File: src/rtl/psr_cond_unit.sv
// PSR flag register and ARM condition-code evaluator with pass/skip statistics.
module psr_cond_unit #(
    parameter bit          BYPASS = 1'b1,
    parameter int unsigned CNT_W  = 16
) (
    input  logic             clk,
    input  logic             reset_n,
    input  logic             alu_n,
    input  logic             alu_z,
    input  logic             alu_c,
    input  logic             alu_v,
    input  logic             s_en,
    input  logic [3:0]       cond,
    input  logic             cond_valid,
    input  logic             stall,
    output logic [3:0]       flags,
    output logic             cin,
    output logic             cond_pass,
    output logic             pass_valid,
    output logic             cond_illegal,
    output logic [CNT_W-1:0] exec_cnt,
    output logic [CNT_W-1:0] skip_cnt
);

    localparam int unsigned FLAG_W = 4;
    localparam logic [3:0]  COND_NV = 4'b1111;
    localparam logic [CNT_W-1:0] CNT_MAX = '1;

    logic [FLAG_W-1:0] alu_flags_c;
    logic [FLAG_W-1:0] eval_flags_c;
    logic              e_n, e_z, e_c, e_v;
    logic              pass_c;
    logic              illegal_c;

    assign alu_flags_c = {alu_n, alu_z, alu_c, alu_v};

    // Carry to the ALU comes straight from the registered PSR.
    assign cin = flags[1];

    // Select evaluation flags: forwarded ALU flags or the registered PSR.
    always_comb begin
        eval_flags_c = flags;
        if (BYPASS && s_en) begin
            eval_flags_c = alu_flags_c;
        end
    end

    assign e_n       = eval_flags_c[3];
    assign e_z       = eval_flags_c[2];
    assign e_c       = eval_flags_c[1];
    assign e_v       = eval_flags_c[0];
    assign illegal_c = (cond == COND_NV);

    // ARM condition table evaluated on the selected flags.
    always_comb begin
        pass_c = 1'b0;
        case (cond)
            4'b0000: pass_c = e_z;
            4'b0001: pass_c = !e_z;
            4'b0010: pass_c = e_c;
            4'b0011: pass_c = !e_c;
            4'b0100: pass_c = e_n;
            4'b0101: pass_c = !e_n;
            4'b0110: pass_c = e_v;
            4'b0111: pass_c = !e_v;
            4'b1000: pass_c = e_c && !e_z;
            4'b1001: pass_c = !e_c || e_z;
            4'b1010: pass_c = (e_n == e_v);
            4'b1011: pass_c = (e_n != e_v);
            4'b1100: pass_c = !e_z && (e_n == e_v);
            4'b1101: pass_c = e_z || (e_n != e_v);
            4'b1110: pass_c = 1'b1;
            default: pass_c = 1'b0;
        endcase
    end

    // PSR, evaluation result and saturating counters; stall freezes everything.
    always_ff @(posedge clk) begin
        if (!reset_n) begin
            flags        <= '0;
            cond_pass    <= 1'b0;
            pass_valid   <= 1'b0;
            cond_illegal <= 1'b0;
            exec_cnt     <= '0;
            skip_cnt     <= '0;
        end else if (!stall) begin
            if (s_en) begin
                flags <= alu_flags_c;
            end
            pass_valid   <= cond_valid;
            cond_pass    <= cond_valid && pass_c;
            cond_illegal <= cond_valid && illegal_c;
            if (cond_valid && pass_c && (exec_cnt != CNT_MAX)) begin
                exec_cnt <= exec_cnt + CNT_W'(1);
            end
            if (cond_valid && !pass_c && !illegal_c && (skip_cnt != CNT_MAX)) begin
                skip_cnt <= skip_cnt + CNT_W'(1);
            end
        end
    end

endmodule

File: config.mk
export PLATFORM = sky130hd
export DESIGN_NAME = psr_cond_unit
export DESIGN_NICKNAME = d
export VERILOG_FILES = /design/src/rtl/psr_cond_unit.sv
export SDC_FILE = /design/constraint.sdc
export NUM_CORES = 1
export LEC_CHECK = 0
export ABC_AREA = 1
export BUFFER_PORTS_ARGS = -buffer_cell sky130_fd_sc_hd__buf_4
export CORE_MARGIN = 2
export CORE_UTILIZATION = 40
export CTS_BUF_LIST = sky130_fd_sc_hd__clkbuf_4 sky130_fd_sc_hd__clkbuf_8 sky130_fd_sc_hd__clkbuf_16
export CTS_CLUSTER_SIZE = 30
export DETAILED_ROUTE_END_ITERATION = 10
export HOLD_SLACK_MARGIN = 0.1
export PLACE_DENSITY_LB_ADDON = 0.05
export SYNTH_ARGS = -nofsm -noshare
export SYNTH_HDL_FRONTEND = slang
export SYNTH_SLANG_ARGS = --single-unit
File: constraint.sdc
create_clock -name clk -period 2.57 [get_ports clk]
set_clock_uncertainty 0.15 [all_clocks]
set_input_delay 0.257 -clock clk [delete_from_list [all_inputs] [get_ports clk]]
set_output_delay 0.257 -clock clk [all_outputs]
set_load 0.05 [all_outputs]
==> impl_summary.log <==
INFO  metric die-area = between 7000 and 8000 sq um
INFO  metric area_growth_from_synthesis_to_layout = 20.03%
INFO  metric worstMarginPinSlew = roughly 0.8 ns
INFO  metric final.period_utilization = 83.89%
INFO  metric p_total = roughly 1300 uW
INFO  metric initial_utilization = 41.83%
INFO  metric grt_max_degree = 26
INFO  metric insertedDiodeCount = 0
INFO  metric cts.repair.resized = 0
INFO  metric switching_share = 31.29%
INFO  metric required_time_of_the_worst_setup_path = ~2.6 ns
INFO  metric start_kind = flop
INFO  metric setup-tns-final = 0 ns
INFO  metric synth.lib_cells_used.distinct = 32
INFO  metric drive_above_1_share = a little under a quarter
INFO  metric buffer_ports.inserted = 52
INFO  metric fp.dieH = 85.95 um
INFO  metric fmax = approximately 460 MHz
INFO  metric cts_buffers = 5
INFO  metric cts_root_buf = sky130_fd_sc_hd__clkbuf_8
INFO  metric most-common-layout-cells = sky130_fd_sc_hd__nand2_1 (91), sky130_fd_sc_hd__buf_4 (57), sky130_fd_sc_hd__inv_1 (51), sky130_fd_sc_hd__dfxtp_1 (39), sky130_fd_sc_hd__nand4_1 (34)
INFO  metric cp_peak_stage_delay = slightly above 0.4 ns
INFO  metric worst-path-max-fanout = 15
INFO  metric ys_seq_elements = 39
INFO  metric post_dp_hpwl = slightly below 5000 um
INFO  metric clock_path_buffers = 2
INFO  metric slew_headroom = a little under half
INFO  metric ys_dominant_reg_cell = sky130_fd_sc_hd__dfxtp_1
INFO  metric path_cells = ha_1 > nand2_1 > nor3_2 > nand4_1 > nand3_1 > inv_1 > nand4_2 > nand2_1 > a21oi_1
INFO  metric ys.warnings.count = 0
INFO  metric stdcell_area = 3224 sq um
INFO  metric grt_usage = 19.11%
INFO  metric power.density_cell_area = slightly above 400 nW/um^2
INFO  metric p_leak = ~0.0014 uW
INFO  metric p_comb_share = 18.4%
INFO  metric gr_ovfl_total = 0
INFO  metric cts.sinks = 39
INFO  metric sequentialPowerShare = a little under half
INFO  metric synth.yosys.seq_area_share = roughly 29%
INFO  metric io_pins = 53
INFO  metric grt_setup_unrepaired = false
INFO  metric global_placer_s_final_weighted_congestion = 0.8828
INFO  metric grt_pass1_vias = 2,479
INFO  metric placeableCoreArea = around 6400 sq um
INFO  metric final_nets = between 400 and 500
INFO  metric ant_nets = 0
INFO  metric critical-path-top-cell-by-count = sky130_fd_sc_hd__nand2_1
INFO  metric syn-cell-area = 2686 sq um
INFO  metric finalHoldViolCount = 0
INFO  metric routed_wire_length_per_instance = roughly 13 um
INFO  metric finalCoreUtilization = about half
INFO  metric totalWireLength = slightly below 7000 um
INFO  metric netSwitchingPower = between 400 and 500 uW
INFO  metric clk_pin_slew_worst_paths = approximately 0.08 ns
INFO  metric worstSkewPairLatency = slightly below 0.3 ns
INFO  metric cap_viol_max_count = 0
INFO  metric drt_drc_violations_left = 0
INFO  metric place_ws = between 0.3 and 0.4 ns
INFO  metric holdCritPathClass = input port to flop
INFO  metric worstSetupPathType = flop to flop
INFO  metric synth_edf_count = 0
INFO  metric clockPowerShare = roughly 34%
INFO  metric syn_avg_cell_area = ~6.7 sq um
INFO  metric internal-power = approximately 900 uW
INFO  metric synth_nets = 417
INFO  metric setup_violations = 0
INFO  metric cts-htree-levels = 2
INFO  metric critical-path-slowest-cell = sky130_fd_sc_hd__dfxtp_1
INFO  metric drt_iter0_drc = just under 80
INFO  metric postSynth.asyncResetShare = 0%
INFO  metric setup_slack_of_the_critical_path_after_layout = a little over 0.4 ns
INFO  metric layout.cells.most_common = sky130_fd_sc_hd__nand2_1
INFO  metric drt_pass1_iterations = 5
INFO  metric vias_per_cell = ~5
INFO  metric status = finished clean
INFO  metric dpl_cell_area = 3115 sq um
INFO  metric critical_path.endpoint_type = flop
INFO  metric floorplan.rows = 29
INFO  metric final_period_minus_worst_setup_slack = 2.156 ns
INFO  metric post_syn_instances = ~400
INFO  metric finalMaxSlewViolations = 0
INFO  metric post_cts.repair.setup_buffers = 0
INFO  metric overall_via_count_from_detail_route = 2,687
INFO  metric die_w = 85.95 um
INFO  metric timing.critical_path.arrival = approximately 2.2 ns
INFO  metric clock_tree_from_tritoncts = built
INFO  metric grt_pass1_wl = about 12,000 um
INFO  metric vdd_drop_max = approximately 0.00020 V
INFO  metric antenna_found_initial = 0
cell type report:
cell class	count	area, sq um
Clock buffer	7	83.83
Clock inverter	1	5.005
Fill cell	691	3198
Inverter	55	209.0
Multi-Input combinational cell	293	1602
Sequential cell	39	780.7
Tap cell	77	96.34
Timing Repair Buffer	59	447.9
stage by stage:
step | hold WS, ns | instances
6_report | 0.1235 | 531
5_1_grt | 0.1261 | 531
4_1_cts | 0.1074 | 531
3_5_place_dp | 0.3134 | 521
3_3_place_gp | 0.2999 | 521
2_1_floorplan | 0.2275 | 402
synth_stat cells (all sizes together) (2+ instances only):
library cell | count | area (sq um)
nor4 | 2 | 27.53
nand2 | 109 | 459.2
inv | 54 | 205.2
nor3 | 15 | 85.08
buf | 7 | 65.06
o21ai | 8 | 40.03
nand3 | 23 | 127.6
a21oi | 38 | 227.7
nand4 | 36 | 246.5
dfxtp | 39 | 780.8
xor2 | 21 | 183.9
ha | 2 | 25.02
nor2 | 35 | 143.9
clkbuf | 8 | 30.03
xnor2 | 4 | 35.03
timing repair:
item | in CTS | in global routing
hold buffers | 2 | 0
endpoints found under the setup margin | 0 | 0
endpoints found under the hold margin | 5 | 0
critical path, delay by kind of cell, from the launching register on:
family                     cells  cell delay, ns
and+or+nand+nor                6            1.01
adders and majority gates      1            0.28
AOI/OAI and AO/OA              1            0.15
DFF                            1            0.41
buffers and inverters          1            0.07
cells by family after synthesis:
family	count (synthesis)	synth area share [%]
simple gates	220	40.57
fa+ha+maj	2	0.9314
xor+xnor	25	8.151
buf+inv	70	11.32
flops	39	29.06
compound gates	46	9.967
per-layer routing:
layer | global-route usage, % | vias up | share of wire, %
met5 | 0 | - | 0
met4 | 6.061 | 0 | 0.53
met3 | 3.946 | 2 | 4.1
met2 | 30.80 | 48 | 48
met1 | 25.53 | 1223 | 47
li1 | - | 1414 | -
power by group through the flow:
| stage | clock network, uW | registers [uW] | logic, uW |
|---|---|---|---|
| 2_1_floorplan | 0 | 671 | 143 |
| 3_3_place_gp | 0 | 637 | 234 |
| 3_5_place_dp | 0 | 637 | 238 |
| 4_1_cts | 466 | 623 | 240 |
| 5_1_grt | 486 | 625 | 264 |
| 6_report | 441 | 623 | 239 |
registers in the layout (all words and copies together), names as in the netlist:
name	cells
flags	4
cond_illegal	1
cond_pass	1
exec_cnt	16
skip_cnt	16
pass_valid	1
worst paths after layout:
path,from,to,slack [ns],cells past startpoint
setup / recovery,skip_cnt[0]$_SDFFE_PN0P_,skip_cnt[11]$_SDFFE_PN0P_,0.41,9
hold / removal,stall,pass_valid$_SDFFE_PN0N_,0.12,3
setup reg to reg,skip_cnt[0]$_SDFFE_PN0P_,skip_cnt[11]$_SDFFE_PN0P_,0.41,9
hold reg to reg,pass_valid$_SDFFE_PN0N_,pass_valid$_SDFFE_PN0N_,0.32,2
(Power assumes the default switching activity.)
